$ cat config.mk
export PLATFORM = sky130hd
export DESIGN_NAME = convcor_sched
export DESIGN_NICKNAME = d
export VERILOG_FILES = /design/src/rtl/convcor_sched.sv
export SDC_FILE = /design/constraint.sdc
export NUM_CORES = 1
export LEC_CHECK = 0
export CAP_MARGIN = 20
export CORE_ASPECT_RATIO = 1.75
export CORE_MARGIN = 1
export CORE_UTILIZATION = 42
export DETAILED_ROUTE_END_ITERATION = 8
export HOLD_SLACK_MARGIN = 0.03
export MAX_ROUTING_LAYER = met4
export PLACE_DENSITY = 0.92
export RECOVER_POWER = 100
export SYNTH_ARGS = -nofsm -noshare
export SYNTH_HDL_FRONTEND = slang
export SYNTH_SLANG_ARGS = --single-unit
$ cat constraint.sdc
create_clock -name clk -period 3.92 [get_ports clk]
set_input_delay 0.392 -clock clk [delete_from_list [all_inputs] [get_ports clk]]
set_output_delay 0.392 -clock clk [all_outputs]
set_load 0.005 [all_outputs]
$ cat src/rtl/convcor_sched.sv
// Scheduler that arbitrates two requesters onto one shared CONVCOR engine.
// It streams three sample beats per job and forwards result beats, with a stall timeout.
module convcor_sched #(
    parameter int TIMEOUT = 15
) (
    input  logic        clk,
    input  logic        rst,
    input  logic        req0_valid,
    input  logic        req1_valid,
    output logic        req0_ready,
    output logic        req1_ready,
    input  logic        req0_mode,
    input  logic        req1_mode,
    input  logic [47:0] req0_a,
    input  logic [47:0] req1_a,
    input  logic [47:0] req0_b,
    input  logic [47:0] req1_b,
    output logic        eng_in_valid,
    output logic [15:0] eng_in_a,
    output logic [15:0] eng_in_b,
    output logic        eng_in_mode,
    input  logic        eng_out_valid,
    input  logic [35:0] eng_out,
    output logic        res_valid,
    output logic        res_id,
    output logic [35:0] res_data,
    output logic        res_last,
    output logic        err
);

    typedef enum logic [1:0] {IDLE, SEND, WAIT, COLLECT} state_t;

    typedef struct packed {
        logic        id;
        logic        mode;
        logic [47:0] a;
        logic [47:0] b;
    } job_t;

    localparam logic [4:0] TMO_LAST = 5'(TIMEOUT - 1);

    state_t      state_q, state_d;
    job_t        job_q;
    logic        prio_q;
    logic [1:0]  beat_q;
    logic [2:0]  rem_q;
    logic [4:0]  tcnt_q;

    logic        gnt0, gnt1, active, fwd, last, tmo;
    logic [15:0] smp_a, smp_b;

    // Arbitration: a lone requester wins outright, a tie goes to the pointer.
    assign gnt0 = (state_q == IDLE) && req0_valid && (!req1_valid || !prio_q);
    assign gnt1 = (state_q == IDLE) && req1_valid && (!req0_valid ||  prio_q);
    assign req0_ready = gnt0;
    assign req1_ready = gnt1;

    assign active = (state_q == WAIT) || (state_q == COLLECT);
    assign fwd    = active && eng_out_valid;
    assign last   = fwd && (rem_q == 3'd1);
    assign tmo    = active && !eng_out_valid && (tcnt_q == TMO_LAST);

    always_comb begin
        smp_a = job_q.a[15:0];
        smp_b = job_q.b[15:0];
        case (beat_q)
            2'd1: begin
                smp_a = job_q.a[31:16];
                smp_b = job_q.b[31:16];
            end
            2'd2: begin
                smp_a = job_q.a[47:32];
                smp_b = job_q.b[47:32];
            end
            default: ;
        endcase
    end

    always_comb begin
        state_d = state_q;
        case (state_q)
            IDLE:    if (gnt0 || gnt1) state_d = SEND;
            SEND:    if (beat_q == 2'd2) state_d = WAIT;
            WAIT: begin
                if (last || tmo) state_d = IDLE;
                else if (fwd)    state_d = COLLECT;
            end
            COLLECT: if (last || tmo) state_d = IDLE;
            default: state_d = IDLE;
        endcase
    end

    always_ff @(posedge clk or posedge rst) begin
        if (rst) begin
            state_q <= IDLE;
            job_q   <= '0;
            prio_q  <= 1'b0;
            beat_q  <= 2'd0;
            rem_q   <= 3'd0;
            tcnt_q  <= 5'd0;
        end else begin
            state_q <= state_d;

            if (gnt0 || gnt1) begin
                job_q  <= gnt1 ? job_t'{1'b1, req1_mode, req1_a, req1_b}
                               : job_t'{1'b0, req0_mode, req0_a, req0_b};
                prio_q <= gnt0;
                rem_q  <= (gnt1 ? req1_mode : req0_mode) ? 3'd1 : 3'd5;
            end else if (fwd) begin
                rem_q  <= rem_q - 3'd1;
            end

            beat_q <= (state_q == SEND) ? beat_q + 2'd1 : 2'd0;

            // Counter is held at zero through SEND so WAIT always starts fresh.
            if (active && !eng_out_valid)
                tcnt_q <= tcnt_q + 5'd1;
            else
                tcnt_q <= 5'd0;
        end
    end

    assign eng_in_valid = (state_q == SEND);
    assign eng_in_a     = eng_in_valid ? smp_a : 16'd0;
    assign eng_in_b     = eng_in_valid ? smp_b : 16'd0;
    assign eng_in_mode  = eng_in_valid ? job_q.mode : 1'b0;

    assign res_valid = fwd;
    assign res_data  = fwd ? eng_out : 36'd0;
    assign res_last  = last;
    assign err       = tmo;
    assign res_id    = (fwd || tmo) ? job_q.id : 1'b0;

endmodule

==> run metrics, run 1 <==
CORE AREA=15390 µm²; per-cell routed wire length=21.57 µm; ANT cells=0; switching power=2.677 mW; routed vias/inst=6.405; RD Place Congestion=0.9127; io pins=311; clock root buffer=clkbuf_16; # H-tree levels=3; Post-CTS Setup Bufs=0; Power Internal=3.783 mW; Routed Antenna Nets=0; Design Area, Final=9883 µm²; met3 Usage GRT=5.313%; Clock transition at path regs=0.07 ns; CP max FO=36; total wire length=26.40 mm; GRT met1 Usage=36.40%; initial DRC count=717; hpwl dp=17.95 mm; CP arrival=2.95 ns; max-slew violation count=279; CTS tree=built; sw frac=41.43%; syn nets=1041; fin crit share=85.20%; ys async rst share=100.0%; number of port buffers=310; sequential share of power=33.3%; synth warn=0; first-pass GRT wire length=41.25 mm; synthesized cell area=6635 µm²; RSZ-0062 raised after global routing=no; initial antenna violation count=0; Period minus WS final=3.340 ns; synthesized flop and latch total=111; Post-CTS Resized=0; Pwr Density=653.6 nW/µm²; Main synth FF type=dfrtp_1; full die area=16320 µm²; GRT Residual Overflow=0; CP Data Required Time=3.53 ns; placed cell count=1206; Syn Area/Cell=8.294 µm²; Die X=97.01 µm; Clock Tree Buf Depth=2; via count=7840; clk_skew=0.01412 ns; CTS buffer count=9; cell count after synthesis=800; Rows=60; most common cell after layout, fill and taps aside=clkdlybuf4s50_1; Clock Latency Late Sink=0.35 ns; DRC=0; cells on worst reg2reg path=5; maxcap violations=4; outcome=finished with violations; Layout Nets=1274; Post-CTS Hold Buffers=0; total leakage power=3.973 nW; Worst setup SP type=flop; Hold Violations, Final=0; Setup crit end kind=output pin; clock network power share=14.8%; TritonRoute pass-1 iters=7; Synth cell types=36; Hold Crit Class=flop to flop; share of layout cells above drive strength 1=3.372%; sequential share of the synthesized area=41.86%; post-route insts no fill=1224; Worst-Margin Slew=2.130 ns; hold-critical path depth=1; placed cell area=9592 µm²; GRT Overall Usage=33.07%; Worst VDD drop=0.4257 mV; failing checks=max-capacitance violations, max-slew violations; Synth-to-Final Area Change=48.95%; # fillers=1245; most frequent cells in the layout=clkdlybuf4s50_1 (234), dfrtp_1 (111), nand3_1 (100), a21oi_1 (100), a31oi_1 (98); Crit Path Class=flop to output pin; largest net degree at the start of global routing=101; EDFF count, synth=0; setup TNS=0 ns; Die Height=168.3 µm; final setup vio count=0; GR Util met2=54.93%; most used routing layer=met2; Logic pwr share=51.9%; Initial Utilization=43.11%; Peak Freq=299.4 MHz; relative slew slack=-42.01%; TritonCTS sink count=111; vias in the first global route=7696
## cell type report
class / count / area [µm²] / area share, %
flip-flops and latches: 111 / 2778 / 28.10
well taps: 186 / 232.7 / 2.355
repair buffers: 324 / 3213 / 32.51
inverters: 10 / 38.79 / 0.3925
clock inverters: 5 / 65.06 / 0.6583
multi-input cells: 577 / 3313 / 33.52
clock buffers: 11 / 242.7 / 2.456
## flip-flops by register name (all words and copies together) (netlist names)
name     flops
tcnt_q       5
state_q      2
prio_q       1
job_q       98
beat_q       2
rem_q        3
## kinds of logic (layout without fill, tap and decap cells)
family          Yosys count  after routing  share of synthesized area [%]
simple gates            233            233                          18.91
fa+ha+maj                 6              6                          1.131
compound gates          331            331                          28.85
mux                       2              2                         0.3017
flops                   111            111                          41.86
xor+xnor                  5              5                         0.6601
buf+inv                 112            350                          8.278
## metal layers
| metal | up-vias | wire length [µm] |
|---|---|---|
| li1 | 3460 | - |
| met1 | 3668 | 8975 |
| met2 | 595 | 13290 |
| met3 | 117 | 2242 |
| met4 | 0 | 1889 |
| met5 | - | 0 |
## worst max-delay path, cell delays in order, from the launching register on
cell	delay, ns
dfrtp_1	0.44
nand2b_1	1.23
nor3_1	0.24
dlygate4sd3_1	0.68
## path summary, 6_finish.rpt
path / slack [ns] / to / start
setup / recovery: 0.58 / eng_in_b[4] / state_q[0]
hold / removal: 0.46 / beat_q[0] / beat_q[0]
setup reg to reg: 0.68 / job_q[23] / state_q[1]
hold reg to reg: 0.46 / beat_q[0] / beat_q[0]
max in group asynchronous: 0.96 / job_q[92] / rst
min in group asynchronous: 0.95 / job_q[90] / rst
## cells in the mapped netlist (6+ instances only)
cell type  instances  share of area [%]
o21ai_0           77                5.8
nor2b_1           33                3.1
a21oi_1          100                7.5
ha_1               6                1.1
a31oi_1           98                9.2
buf_6              6                1.0
clkbuf_1          45                2.5
nand3_1          100                7.5
nand2_1            7               0.40
buf_2             41                3.1
dfrtp_1          111                 42
o21ai_1           19                1.4
nor2_1            13               0.74
and3_1            37                3.5
a221oi_1          32                4.2
nor3_1            33                2.5
buf_4              8               0.91
inv_1              9               0.51
## power by group through the flow
stage	sequential [mW]	clock, mW	combinational [mW]
5_1_grt	2.19	1.02	3.67
4_1_cts	2.13	0.973	3.46
2_1_floorplan	1.95	0	2.09
3_3_place_gp	2.13	0	3.35
6_report	2.15	0.958	3.35
3_5_place_dp	2.14	0	3.44
## metrics by stage
step           power (mW)  setup WS [ns]  utilization (%)  hold WS, ns
2_1_floorplan       4.040         0.5973                -       0.4322
3_3_place_gp        5.476          1.029            62.15       0.4522
3_5_place_dp        5.587          1.061            62.33       0.4491
4_1_cts             6.555         0.6639            64.33       0.4591
5_1_grt             6.879         0.3655            64.22       0.4940
6_report            6.460         0.5802            64.22       0.4568
No activity file was read; power rests on OpenSTA's default activity.
==> run 2: changes to the inputs <==
--- a/config.mk
+++ b/config.mk
@@ -6,13 +6,15 @@
 export NUM_CORES = 1
 export LEC_CHECK = 0
 export CAP_MARGIN = 20
+export CELL_PAD_IN_SITES_DETAIL_PLACEMENT = 0
+export CELL_PAD_IN_SITES_GLOBAL_PLACEMENT = 1
 export CORE_ASPECT_RATIO = 1.75
 export CORE_MARGIN = 1
-export CORE_UTILIZATION = 42
+export CORE_UTILIZATION = 29
 export DETAILED_ROUTE_END_ITERATION = 8
 export HOLD_SLACK_MARGIN = 0.03
 export MAX_ROUTING_LAYER = met4
-export PLACE_DENSITY = 0.92
+export PLACE_DENSITY = 0.9
 export RECOVER_POWER = 100
 export SYNTH_ARGS = -nofsm -noshare
 export SYNTH_HDL_FRONTEND = slang
==> run 2 against run 1 <==
  * The flow still finishes with violations (max-capacitance violations, max-slew violations)
  * Register-to-register slack worse by 0.17 ns
  * Non-clock buffer count is 1 lower
  * Sequential cell count stayed put
  * Total power is 0.55% higher
  * Sequential share of layout area is 0.47 points lower
  * Setup slack worse by 0.17 ns
  * Critical path depth is 3 higher
  * Clock-buffer cell count stayed put
  * Combinational power hardly changed
  * Via count is 3.5% lower
  * Worst hold slack better by 0.0098 ns
==> run metrics, run 2 (synthesis results as in run 1) <==
CP arrival=3.12 ns; vias in the first global route=7445; CORE AREA=22250 µm²; critical path's largest stage delay=0.83 ns; Routed Antenna Nets=0; Clock transition at path regs=0.07 ns; CTS tree=built; io pins=311; Die X=116.3 µm; failing checks=max-capacitance violations, max-slew violations; full die area=23510 µm²; routed vias/inst=5.653; Clock Latency Late Sink=0.35 ns; number of port buffers=310; clock network power share=15.5%; CP Data Required Time=3.53 ns; relative slew slack=-59.96%; Worst setup SP type=flop; final setup vio count=0; switching power=2.668 mW; initial DRC count=564; Hold Violations, Final=0; most frequent cells in the layout=clkdlybuf4s50_1 (238), dfrtp_1 (111), nand3_1 (100), a21oi_1 (100), a31oi_1 (98); Post-CTS Resized=0; outcome=finished with violations; CTS buffer count=9; total wire length=28.24 mm; Initial Utilization=29.82%; Layout Nets=1273; Peak Freq=285.0 MHz; GRT Residual Overflow=0; R2R setup slack=0.51 ns; per-cell routed wire length=21.09 µm; initial antenna violation count=5; DRC=0; # fillers=2201; Largest regs=job_q: 98 flops, tcnt_q: 5 flops, rem_q: 3 flops; hpwl dp=19.84 mm; Setup crit end kind=output pin; crit path buf inv count=3; CP max FO=44; Clock Tree Buf Depth=2; fin crit share=89.52%; Largest register FFs=98; via count=7569; Crit Path Class=flop to output pin; largest net degree at the start of global routing=101; first-pass GRT wire length=42.23 mm; most common cell after layout, fill and taps aside=clkdlybuf4s50_1; Worst VDD drop=0.3845 mV; post-route insts no fill=1339; Rows=72; Logic pwr share=51.2%; Post-CTS Hold Buffers=0; Worst-Margin Slew=2.399 ns; cells along the critical path=inv_1 > ha_2 > clkbuf_2 > nor2b_1 > nor3_1 > dlygate4sd3_1; worst hold margin=0.4666 ns; RSZ-0062 raised after global routing=no; total leakage power=3.968 nW; RD Place Congestion=0.8872; TritonRoute pass-1 iters=5; critical path's top delay family=buffers and inverters; Top reg by flops=job_q; maxcap violations=4; clock root buffer=clkbuf_16; # H-tree levels=3; clk_skew=0.01236 ns; Die Height=202.1 µm; Synth-to-Final Area Change=51.48%; Post-CTS Setup Bufs=0; GRT Overall Usage=24.70%; Period minus WS final=3.509 ns; sequential share of power=33.2%; Power Internal=3.828 mW; TritonCTS sink count=111; placed cell count=1317; Hold Crit Class=flop to flop; setup TNS=0 ns; max-slew violation count=242; share of layout cells above drive strength 1=3.182%; Pwr Density=646.3 nW/µm²; sw frac=41.07%; Crit-path slowest cell=ha_2
run 2: changes by cell type in the layout (fill, tap and decap cells not counted), moves of 2 or more:
cell / change
diode_2: +6
clkinv_4: -2
dlygate4sd3_1: -4
clkdlybuf4s50_1: +4
run 2: worst paths after layout:
check	startpoint	to	depth (start not counted)
worst max-delay path	beat_q[0]	eng_in_b[9]	6
worst min-delay path	beat_q[0]	beat_q[0]	1
worst max register to register	state_q[1]	job_q[91]	5
worst min register to register	beat_q[0]	beat_q[0]	1
max in group asynchronous	rst	job_q[71]	2
min in group asynchronous	rst	job_q[22]	2
run 2: final cells by class:
type                    instances  area (µm²)  share of cell area, %
inverters                      10       37.54                 0.3735
diodes                          6       15.01                 0.1494
clock inverters                 5       81.33                 0.8092
clock buffers                  11       242.7                  2.415
well taps                     296       370.4                  3.685
multi-input cells             577        3318                  33.01
repair buffers                323        3208                  31.92
flip-flops and latches        111        2778                  27.64
run 2: through the flow:
step / setup WS (ns) / utilization [%] / area [µm²] / power (mW)
global route: 0.2125 / 45.16 / 10050 / 6.966
global placement: 1.056 / 43.78 / 9742 / 5.590
floorplan: 0.5973 / - / 6635 / 4.040
CTS: 0.5802 / 45.24 / 10070 / 6.669
finish: 0.4109 / 45.17 / 10050 / 6.496
detailed placement: 0.9998 / 43.78 / 9742 / 5.643
run 2: metal layers:
layer | GRT usage (%) | vias to the layer above | wire length [µm]
met3 | 3.028 | 81 | 1917
met2 | 41.80 | 427 | 14490
met4 | 15.89 | 0 | 1800
met5 | - | - | 0
met1 | 26.73 | 3603 | 10040
li1 | - | 3458 | -
run 2: power by group through the flow:
stage          clock network, mW  logic, mW  registers, mW
3_3_place_gp                   0       3.42           2.17
2_1_floorplan                  0       2.09           1.95
6_report                    1.01       3.33           2.16
4_1_cts                     1.03       3.48           2.15
3_5_place_dp                   0       3.48           2.16
5_1_grt                     1.07       3.68           2.21
==> run 3: changes to the inputs <==
--- a/config.mk
+++ b/config.mk
@@ -14,7 +14,7 @@
 export DETAILED_ROUTE_END_ITERATION = 8
 export HOLD_SLACK_MARGIN = 0.03
 export MAX_ROUTING_LAYER = met4
-export PLACE_DENSITY = 0.9
+export PLACE_DENSITY = 0.84
 export RECOVER_POWER = 100
 export SYNTH_ARGS = -nofsm -noshare
 export SYNTH_HDL_FRONTEND = slang
==> run 3 against run 2 <==
  * The flow still finishes with violations (max-capacitance violations, max-slew violations)
  * Via count shrank 0.46%
  * Sequential power about the same
  * Setup slack better by 0.16 ns
  * Sequential cell count did not move
  * Fmax increased by 4.9%
  * Clock skew is essentially flat
  * Die area stayed put
  * Non-clock buffer count up 1
  * Routed wire length grew 0.30%
  * Clock-buffer cell count is 1 lower
  * Critical path type unchanged
  * Largest cell class unchanged
==> run metrics, run 3 (synthesis results as in run 1) <==
CTS buffer count=9; number of port buffers=310; Initial Utilization=29.82%; hpwl dp=19.60 mm; Largest regs=job_q: 98 flops, tcnt_q: 5 flops, rem_q: 3 flops; routed vias/inst=5.631; TritonCTS sink count=111; clock root buffer=clkbuf_16; fin crit share=85.34%; full die area=23510 µm²; CORE AREA=22250 µm²; Logic pwr share=52.9%; worst hold margin=0.4658 ns; # fillers=2283; RSZ-0062 raised after global routing=no; switching power=2.686 mW; first-pass GRT wire length=42.56 mm; Worst-Margin Slew=2.687 ns; sequential share of power=33.2%; CP arrival=2.95 ns; Clock transition at path regs=0.08 ns; most frequent cells in the layout=clkdlybuf4s50_1 (234), dfrtp_1 (111), nand3_1 (100), a21oi_1 (100), a31oi_1 (98); CP max FO=36; Die X=116.3 µm; Routed Antenna Nets=0; hold-critical path depth=1; total leakage power=3.983 nW; Critical Path End=eng_in_b[9]; Worst VDD drop=0.2707 mV; fin util=45.17%; clock network power share=13.9%; Power Internal=3.739 mW; GRT Overall Usage=24.69%; initial antenna violation count=4; Rows=72; GRT Residual Overflow=0; final setup vio count=0; DRC=0; outcome=finished with violations; R2R Path Start=state_q[1]; Post-CTS Setup Bufs=0; RD Place Congestion=0.8513; share of layout cells above drive strength 1=3.565%; Pwr Density=639.3 nW/µm²; io pins=311; CTS tree=built; maxcap violations=3; Period minus WS final=3.345 ns; Clock Latency Late Sink=0.35 ns; Critical Path Source=state_q[0]; vias in the first global route=7535; R2R setup slack=0.58 ns; max-slew violation count=205; Worst setup SP type=flop; CP Data Required Time=3.53 ns; Synth-to-Final Area Change=51.48%; Setup crit end kind=output pin; initial DRC count=535; Crit Path Class=flop to output pin; Clock Tree Buf Depth=2; clk_skew=0.01253 ns; largest net degree at the start of global routing=101; via count=7534; most common cell after layout, fill and taps aside=clkdlybuf4s50_1; Top reg by flops=job_q; cells on worst reg2reg path=5; sw frac=41.80%; total wire length=28.33 mm; per-cell routed wire length=21.17 µm; failing checks=max-capacitance violations, max-slew violations; setup TNS=0 ns; # H-tree levels=3; Die Height=202.1 µm; Post-CTS Resized=0; Hold Crit Class=flop to flop; TritonRoute pass-1 iters=6; Hold Violations, Final=0; relative slew slack=-79.12%; r2r endpoint=job_q[23]; Layout Nets=1274; Post-CTS Hold Buffers=0; Power Total=6.425 mW; Largest register FFs=98; Peak Freq=298.9 MHz
==> run 3: changes by cell type in the layout (fill, tap and decap cells not counted), sizes merged <==
cell	change
dlygate4sd3	+4
buf	+2
clkbuf	-2
inv	+2
clkinv	+1
clkdlybuf4s50	-4
bufinv	-2
diode	-2
==> run 3: how the worst min path moves through the flow <==
stage / start / end / slack [ns]
6_report: beat_q[0] / beat_q[0] / 0.47
5_1_grt: beat_q[0] / beat_q[0] / 0.49
4_1_cts: beat_q[0] / beat_q[0] / 0.47
3_5_place_dp: beat_q[0] / beat_q[0] / 0.46
3_3_place_gp: beat_q[0] / beat_q[0] / 0.45
2_1_floorplan: beat_q[0] / beat_q[0] / 0.43
==> run 3: routing by layer <==
metal	GRT usage, %	wire [µm]	vias to the layer above
met5	-	0	-
met4	15.06	1631	0
met3	2.819	1801	77
met2	40.72	14430	372
met1	28.12	10460	3627
li1	-	-	3458
==> run 3: power groups by stage <==
stage	Sequential, mW	Clock, mW	Combinational, mW
2_1_floorplan	1.95	0	2.09
3_3_place_gp	2.14	0	3.47
3_5_place_dp	2.14	0	3.57
4_1_cts	2.13	0.916	3.57
5_1_grt	2.18	0.966	3.76
6_report	2.13	0.895	3.40
==> run 3: metrics by stage <==
| stage | worst slack (ns) | cells | instance area (µm²) |
|---|---|---|---|
| after floorplan | 0.5973 | 800 | 6635 |
| after detailed placement | 1.090 | 1318 | 9782 |
| after global placement | 0.9985 | 1317 | 9754 |
| final | 0.5748 | 1338 | 10050 |
| after CTS | 0.7159 | 1334 | 10060 |
| after global routing | 0.3003 | 1338 | 10050 |
==> run 3: worst max-delay path: stages, from the launching register on <==
cell	delay, ns
dfrtp_1	0.44
nand2b_1	1.21
nor3_1	0.25
dlygate4sd3_1	0.68
==> run 3: layout make-up <==
| class | count | area [µm²] | area share [%] |
|---|---|---|---|
| Sequential cell | 111 | 2778 | 27.64 |
| Clock inverter | 6 | 43.79 | 0.4357 |
| Clock buffer | 10 | 239.0 | 2.378 |
| Tap cell | 296 | 370.4 | 3.685 |
| Antenna cell | 4 | 10.01 | 0.09959 |
| Inverter | 10 | 37.54 | 0.3735 |
| Timing Repair Buffer | 324 | 3252 | 32.35 |
| Multi-Input combinational cell | 577 | 3321 | 33.04 |
==> RTL edit 1: new RTL, config.mk and constraints of run 3 <==
Add an input register stage for `req0_mode` and `req1_mode`, with the module's reset; this delays them by one clock. The other inputs are not delayed to match.
--- a/src/rtl/convcor_sched.sv
+++ b/src/rtl/convcor_sched.sv
@@ -38,6 +38,19 @@
     } job_t;
 
     localparam logic [4:0] TMO_LAST = 5'(TIMEOUT - 1);
+
+    logic req0_mode_q;
+    logic req1_mode_q;
+
+    always_ff @(posedge clk or posedge rst) begin
+        if (rst) begin
+            req0_mode_q <= '0;
+            req1_mode_q <= '0;
+        end else begin
+            req0_mode_q <= req0_mode;
+            req1_mode_q <= req1_mode;
+        end
+    end
 
     state_t      state_q, state_d;
     job_t        job_q;
@@ -102,10 +115,10 @@
             state_q <= state_d;
 
             if (gnt0 || gnt1) begin
-                job_q  <= gnt1 ? job_t'{1'b1, req1_mode, req1_a, req1_b}
-                               : job_t'{1'b0, req0_mode, req0_a, req0_b};
+                job_q  <= gnt1 ? job_t'{1'b1, req1_mode_q, req1_a, req1_b}
+                               : job_t'{1'b0, req0_mode_q, req0_a, req0_b};
                 prio_q <= gnt0;
-                rem_q  <= (gnt1 ? req1_mode : req0_mode) ? 3'd1 : 3'd5;
+                rem_q  <= (gnt1 ? req1_mode_q : req0_mode_q) ? 3'd1 : 3'd5;
             end else if (fwd) begin
                 rem_q  <= rem_q - 3'd1;
             end
Formal check against the unedited RTL: not equivalent (Yosys sat finds a counterexample within 4 cycles, from zero or initial values and one cycle with rst high).
==> RTL edit 1 against run 3 <==
The flow still finishes with violations (max-capacitance violations, max-slew violations). Core utilization up 1.0 points. Sequential cell count up 2. Non-clock buffer count unchanged. Via count up 1.9%. Final cell count up 2.0%. Final area up 4.2%. Clock skew down 0.0041 ns. Worst setup slack worse by 0.080 ns. Routed wire length up 4.8%. Sequential share of layout area down 0.63 points. Power up 14%. Area after synthesis up 0.79%. Synthesized cell count up 0.25%. Sequential power up 3%. Critical endpoint is now eng_in_b[7].
==> RTL edit 1: results (changes against run 3) <==
Status
  – Status: complete, but fails checks (unchanged)
  – Failing checks: max-capacitance violations, max-slew violations (unchanged)

Global route
  – Global route overflow: 0 (unchanged)
  – First-pass GRT wire length: 43.5 mm (was 42.6 mm)
  – Total track usage: 25.8% (was 24.7%)
  – Initial antenna violation count: 8 (was 4)
  – Vias in the first global route: 7527 (was 7535)
  – Largest net degree at the start of global routing: 101 (unchanged)

STA
  – Slew HR: -70.3% (was -79.1%)
  – Count of final max-slew check failures: 247 (was 205)
  – Skew final: 0.00839 ns (was 0.0125 ns)

Cells and area
  – Fillers: 2298 (was 2283)
  – Nets: 1284 (was 1274)
  – Share of cells above drive strength 1: 4.55% (was 3.56%)

Clock tree
  – Setup Fix Bufs, Post-CTS: 0 (unchanged)
  – Clk slew on worst S/H paths: 0.06 ns (was 0.08 ns)
  – CTS Buf Count: 17 (was 9)
  – Clk buf depth: 2 (unchanged)
  – H-tree level count: 4 (was 3)
  – Clk_lat worst skew: 0.42 ns (was 0.35 ns)
  – CTS root buf: clkbuf_16 (unchanged)
  – CTS resizes: 0 (unchanged)

Logic synthesis
  – Yosys cell types: 35 (was 36)
  – Mean Syn Cell Area: 8.34 µm² (was 8.29 µm²)
  – Multiplexer share of the synthesized area: 0.299% (was 0.302%)
  – Top cells by area, synth: dfrtp_1, a31oi_1, a21oi_1, nand3_1, o21ai_0 (unchanged)
  – Synth top cells by count: dfrtp_1, a21oi_1, nand3_1 (unchanged)
  – Synth Area in Compound Gates: 28.6% (was 28.9%)
  – Adder-Cell Fraction of Synth Area: 1.12% (was 1.13%)
  – Xor/xnor share of the synthesized area: 0.655% (was 0.660%)
  – Synth Warn #: 0 (unchanged)
  – Syn Nets: 1043 (was 1041)
  – Dominant synthesized flop cell: dfrtp_1 (unchanged)
  – Register area share after synthesis: 42.3% (was 41.9%)
  – Synth async-reset ratio: 100% (unchanged)

Setup path
  – CP top delay family: simple AND/OR/NAND/NOR gates (unchanged)
  – Worst-path fanout max: 36 (unchanged)
  – Reg2reg end: job_q[21] (was job_q[23])
  – Critical Path Max Stage Delay: 0.90 ns (was 1.21 ns)
  – Worst setup path startpoint: state_q[0] (unchanged)
  – Capture point of the critical path: eng_in_b[7] (was eng_in_b[9])
  – R2r worst-path depth: 5 (unchanged)
  – Worst flop-to-flop path startpoint: state_q[1] (unchanged)
  – Reg2Reg Setup Slack: 0.75 ns (was 0.58 ns)
  – CP max-delay cell: nand2b_1 (unchanged)
  – Critical Path AT: 3.03 ns (was 2.95 ns)

Placed design
  – Placed cells: 1323 (was 1318)
  – Port Buffers: 310 (unchanged)
  – Global placement routability congestion: 0.861 (was 0.851)
  – DP HPWL: 20.1 mm (was 19.6 mm)

Job
  – Max_cap viols: 4 (was 3)

Power
  – Static leakage: 0.00417 µW (was 0.00398 µW)
  – Peak supply drop: 0.000273 V (was 0.000271 V)

Detailed routing
  – Iter 0 DRT Violations: 548 (was 535)
  – First-pass DRT Iterations: 6 (unchanged)
  – Vias/cell: 5.62 (was 5.63)
  – Routed WL: 29.7 mm (was 28.3 mm)
  – Via count: 7675 (was 7534)
RTL edit 1: changes by cell type in the layout (fill, tap and decap cells not counted), sizes merged:
cell,run 3,this run
dfrtp,111,113
clkdlybuf4s50,234,231
clkbuf,14,26
diode,4,9
bufinv,0,6
clkinvlp,1,2
dlygate4sd3,75,78
inv,12,10
clkinv,3,2
RTL edit 1: worst min-delay path by stage:
| stage | startpoint | to | slack [ns] | cells after the start |
|---|---|---|---|---|
| floorplan | req0_mode | req0_mode_q | 0.42 | 0 |
| global placement | beat_q[0] | beat_q[0] | 0.46 | 1 |
| detailed placement | beat_q[0] | beat_q[0] | 0.47 | 1 |
| CTS | req1_mode | req1_mode_q | 0.41 | 1 |
| global route | beat_q[0] | beat_q[0] | 0.48 | 1 |
| finish | beat_q[0] | beat_q[0] | 0.47 | 1 |
RTL edit 1: cell families after synthesis:
kind of cell    Yosys count
flops                   113
xor+xnor                  5
buf+inv                 112
compound gates          331
simple gates            233
mux                       2
fa+ha+maj                 6
RTL edit 1: per-stage QoR:
step                      area (µm²)  setup WS [ns]  util [%]
after global placement          9780           1.27      43.2
after global routing           10500          0.396      46.2
final                          10500          0.495      46.2
after floorplan                 6690          0.541         -
after detailed placement        9780           1.26      43.2
after CTS                      10500          0.815      46.2
RTL edit 1: where the power goes:
| part | leakage [µW] | internal (µW) | switching (µW) | total, µW |
|---|---|---|---|---|
| logic | 0.00257 | 1540 | 1830 | 3360 |
| registers | 0.00128 | 1740 | 464 | 2200 |
| clock network | 0.000320 | 1220 | 559 | 1780 |
RTL edit 1: worst reg2reg max path: cells and delay by family, from the launching register on:
family / cells / cell delay, ns
buffers and inverters: 2 / 1.79
and+or+nand+nor: 2 / 0.50
DFF: 1 / 0.37
AOI/OAI and AO/OA: 1 / 0.27
RTL edit 1: routing by layer:
layer / GRT usage, % / vias up / wire [µm]
met5: - / - / 0
met4: 17.4 / 0 / 1840
met3: 4.42 / 75 / 2000
met2: 43.2 / 388 / 15400
met1: 27.2 / 3727 / 10500
li1: - / 3485 / -
RTL edit 1: area by class of cell:
class | count | share of cell area, %
Inverter | 10 | 0.359
Multi-Input combinational cell | 577 | 31.7
Clock buffer | 22 | 4.43
Antenna cell | 9 | 0.215
Clock inverter | 10 | 1.96
Sequential cell | 113 | 27.0
Tap cell | 300 | 3.59
Timing Repair Buffer | 324 | 30.7
==> RTL edit 2: new RTL, settings of run 3 <==
Without the edit above. The parameter `TIMEOUT` goes from 15 to 7.
--- a/src/rtl/convcor_sched.sv
+++ b/src/rtl/convcor_sched.sv
@@ -1,7 +1,7 @@
 // Scheduler that arbitrates two requesters onto one shared CONVCOR engine.
 // It streams three sample beats per job and forwards result beats, with a stall timeout.
 module convcor_sched #(
-    parameter int TIMEOUT = 15
+    parameter int TIMEOUT = 7
 ) (
     input  logic        clk,
     input  logic        rst,
Check against the original RTL: no difference found for any inputs over 10 cycles, from zero or initial values and one cycle with rst high; that may be too few to reach the edited logic, so the function may still have changed.
==> RTL edit 2 against run 3 <==
The flow still finishes with violations (max-capacitance violations, max-slew violations). Final cell count up 0.37%. Non-clock buffer count down 1. Final area about the same. Routed wire length down 0.92%. Worst setup slack worse by 0.0036 ns. Power down 0.44%. Sequential cell count unchanged. Critical path depth unchanged. Global-route usage down 0.47 points. First-iteration DRC count up 9.0%. Area after synthesis about the same. Core utilization about the same. Critical endpoint is now eng_in_b[5].
==> RTL edit 2: results (changes against run 3) <==
Cells and area
  – Antenna cells: 10 (was 4)
  – Clkbuf count: 9 (was 10)
  – Fillers: 2258 (was 2283)
  – Nets: 1273 (was 1274)
  – Clock network share of area: 2.72% (was 2.81%)
  – Fraction of area in multi-input gates: 33.0% (about the same)
  – Signal buffers: 323 (was 324)
  – Share of cells above drive strength 1: 3.57% (was 3.56%)
  – Seq_cells: 111 (unchanged)

Detailed routing
  – Met3 routed WL: 1.90 mm (was 1.80 mm)
  – Via count: 7573 (was 7534)
  – Vias/cell: 5.64 (was 5.63)
  – First-pass DRT Iterations: 5 (was 6)
  – Iter 0 DRT Violations: 583 (was 535)
  – Routed WL per cell: 20.9 µm (was 21.2 µm)
  – WL met1: 10.3 mm (was 10.5 mm)
  – DR WL met2: 14.2 mm (was 14.4 mm)

Global route
  – Initial antenna violation count: 9 (was 4)
  – Vias in the first global route: 7285 (was 7535)
  – Total track usage: 24.2% (was 24.7%)

Setup path
  – Capture point of the critical path: eng_in_b[5] (was eng_in_b[9])
  – Critical Path AT: 2.96 ns (was 2.95 ns)
  – Reg2Reg Setup Slack: 0.60 ns (was 0.58 ns)

STA
  – Actual slew at the worst max-slew pin: 2.79 ns (was 2.69 ns)
  – Worst hold slack: 0.484 ns (was 0.466 ns)
  – Skew final: 0.00858 ns (was 0.0125 ns)
  – Fin crit share: 85.4% (was 85.3%)
  – Count of final max-slew check failures: 197 (was 205)

Power
  – Peak supply drop: 0.000282 V (was 0.000271 V)
  – Switching share of power: 42.0% (was 41.8%)
  – Static leakage: 0.00398 µW (about the same)
  – Combinational power share: 53.7% (was 52.9%)
  – Clk pwr: 873 µW (was 895 µW)

Status
  – Status: complete, but fails checks (unchanged)
  – Failing checks: max-capacitance violations, max-slew violations (unchanged)

Placed design
  – Global placement routability congestion: 0.867 (was 0.851)
  – Pre-CTS setup slack: 0.953 ns (was 1.09 ns)
  – DP Area: 9750 µm² (was 9780 µm²)
  – DP HPWL: 19.0 mm (was 19.6 mm)

Job
  – Max_cap viols: 3 (unchanged)

Logic synthesis
  – Top cells by area, synth: dfrtp_1, a31oi_1, a21oi_1, nand3_1, o21ai_0 (unchanged)
  – Post-synth top area share: 41.8% (was 41.9%)
  – Register area share after synthesis: 41.8% (was 41.9%)

Floorplan
  – Die Width: 116 µm (about the same)
==> RTL edit 2: changes by cell type after synthesis <==
| cell | before | now |
|---|---|---|
| nand4b_1 | 1 | 0 |
| nand4bb_1 | 0 | 1 |
==> RTL edit 2: logic make-up (layout without fill, tap and decap cells) <==
| family | Yosys count | in the layout | synth area share, % |
|---|---|---|---|
| xor+xnor | 5 | 5 | 0.660 |
| compound gates | 331 | 331 | 28.8 |
| fa+ha+maj | 6 | 6 | 1.13 |
| buf+inv | 112 | 349 | 8.28 |
| flops | 111 | 111 | 41.8 |
| simple gates | 233 | 233 | 18.9 |
| mux | 2 | 2 | 0.302 |
| other cells | 0 | 10 | 0 |
==> RTL edit 2: per-layer routing <==
metal | track usage (%) | up-vias
met3 | 3.09 | 77
li1 | - | 3463
met1 | 26.8 | 3645
met5 | - | -
met4 | 16.1 | 0
met2 | 40.0 | 388
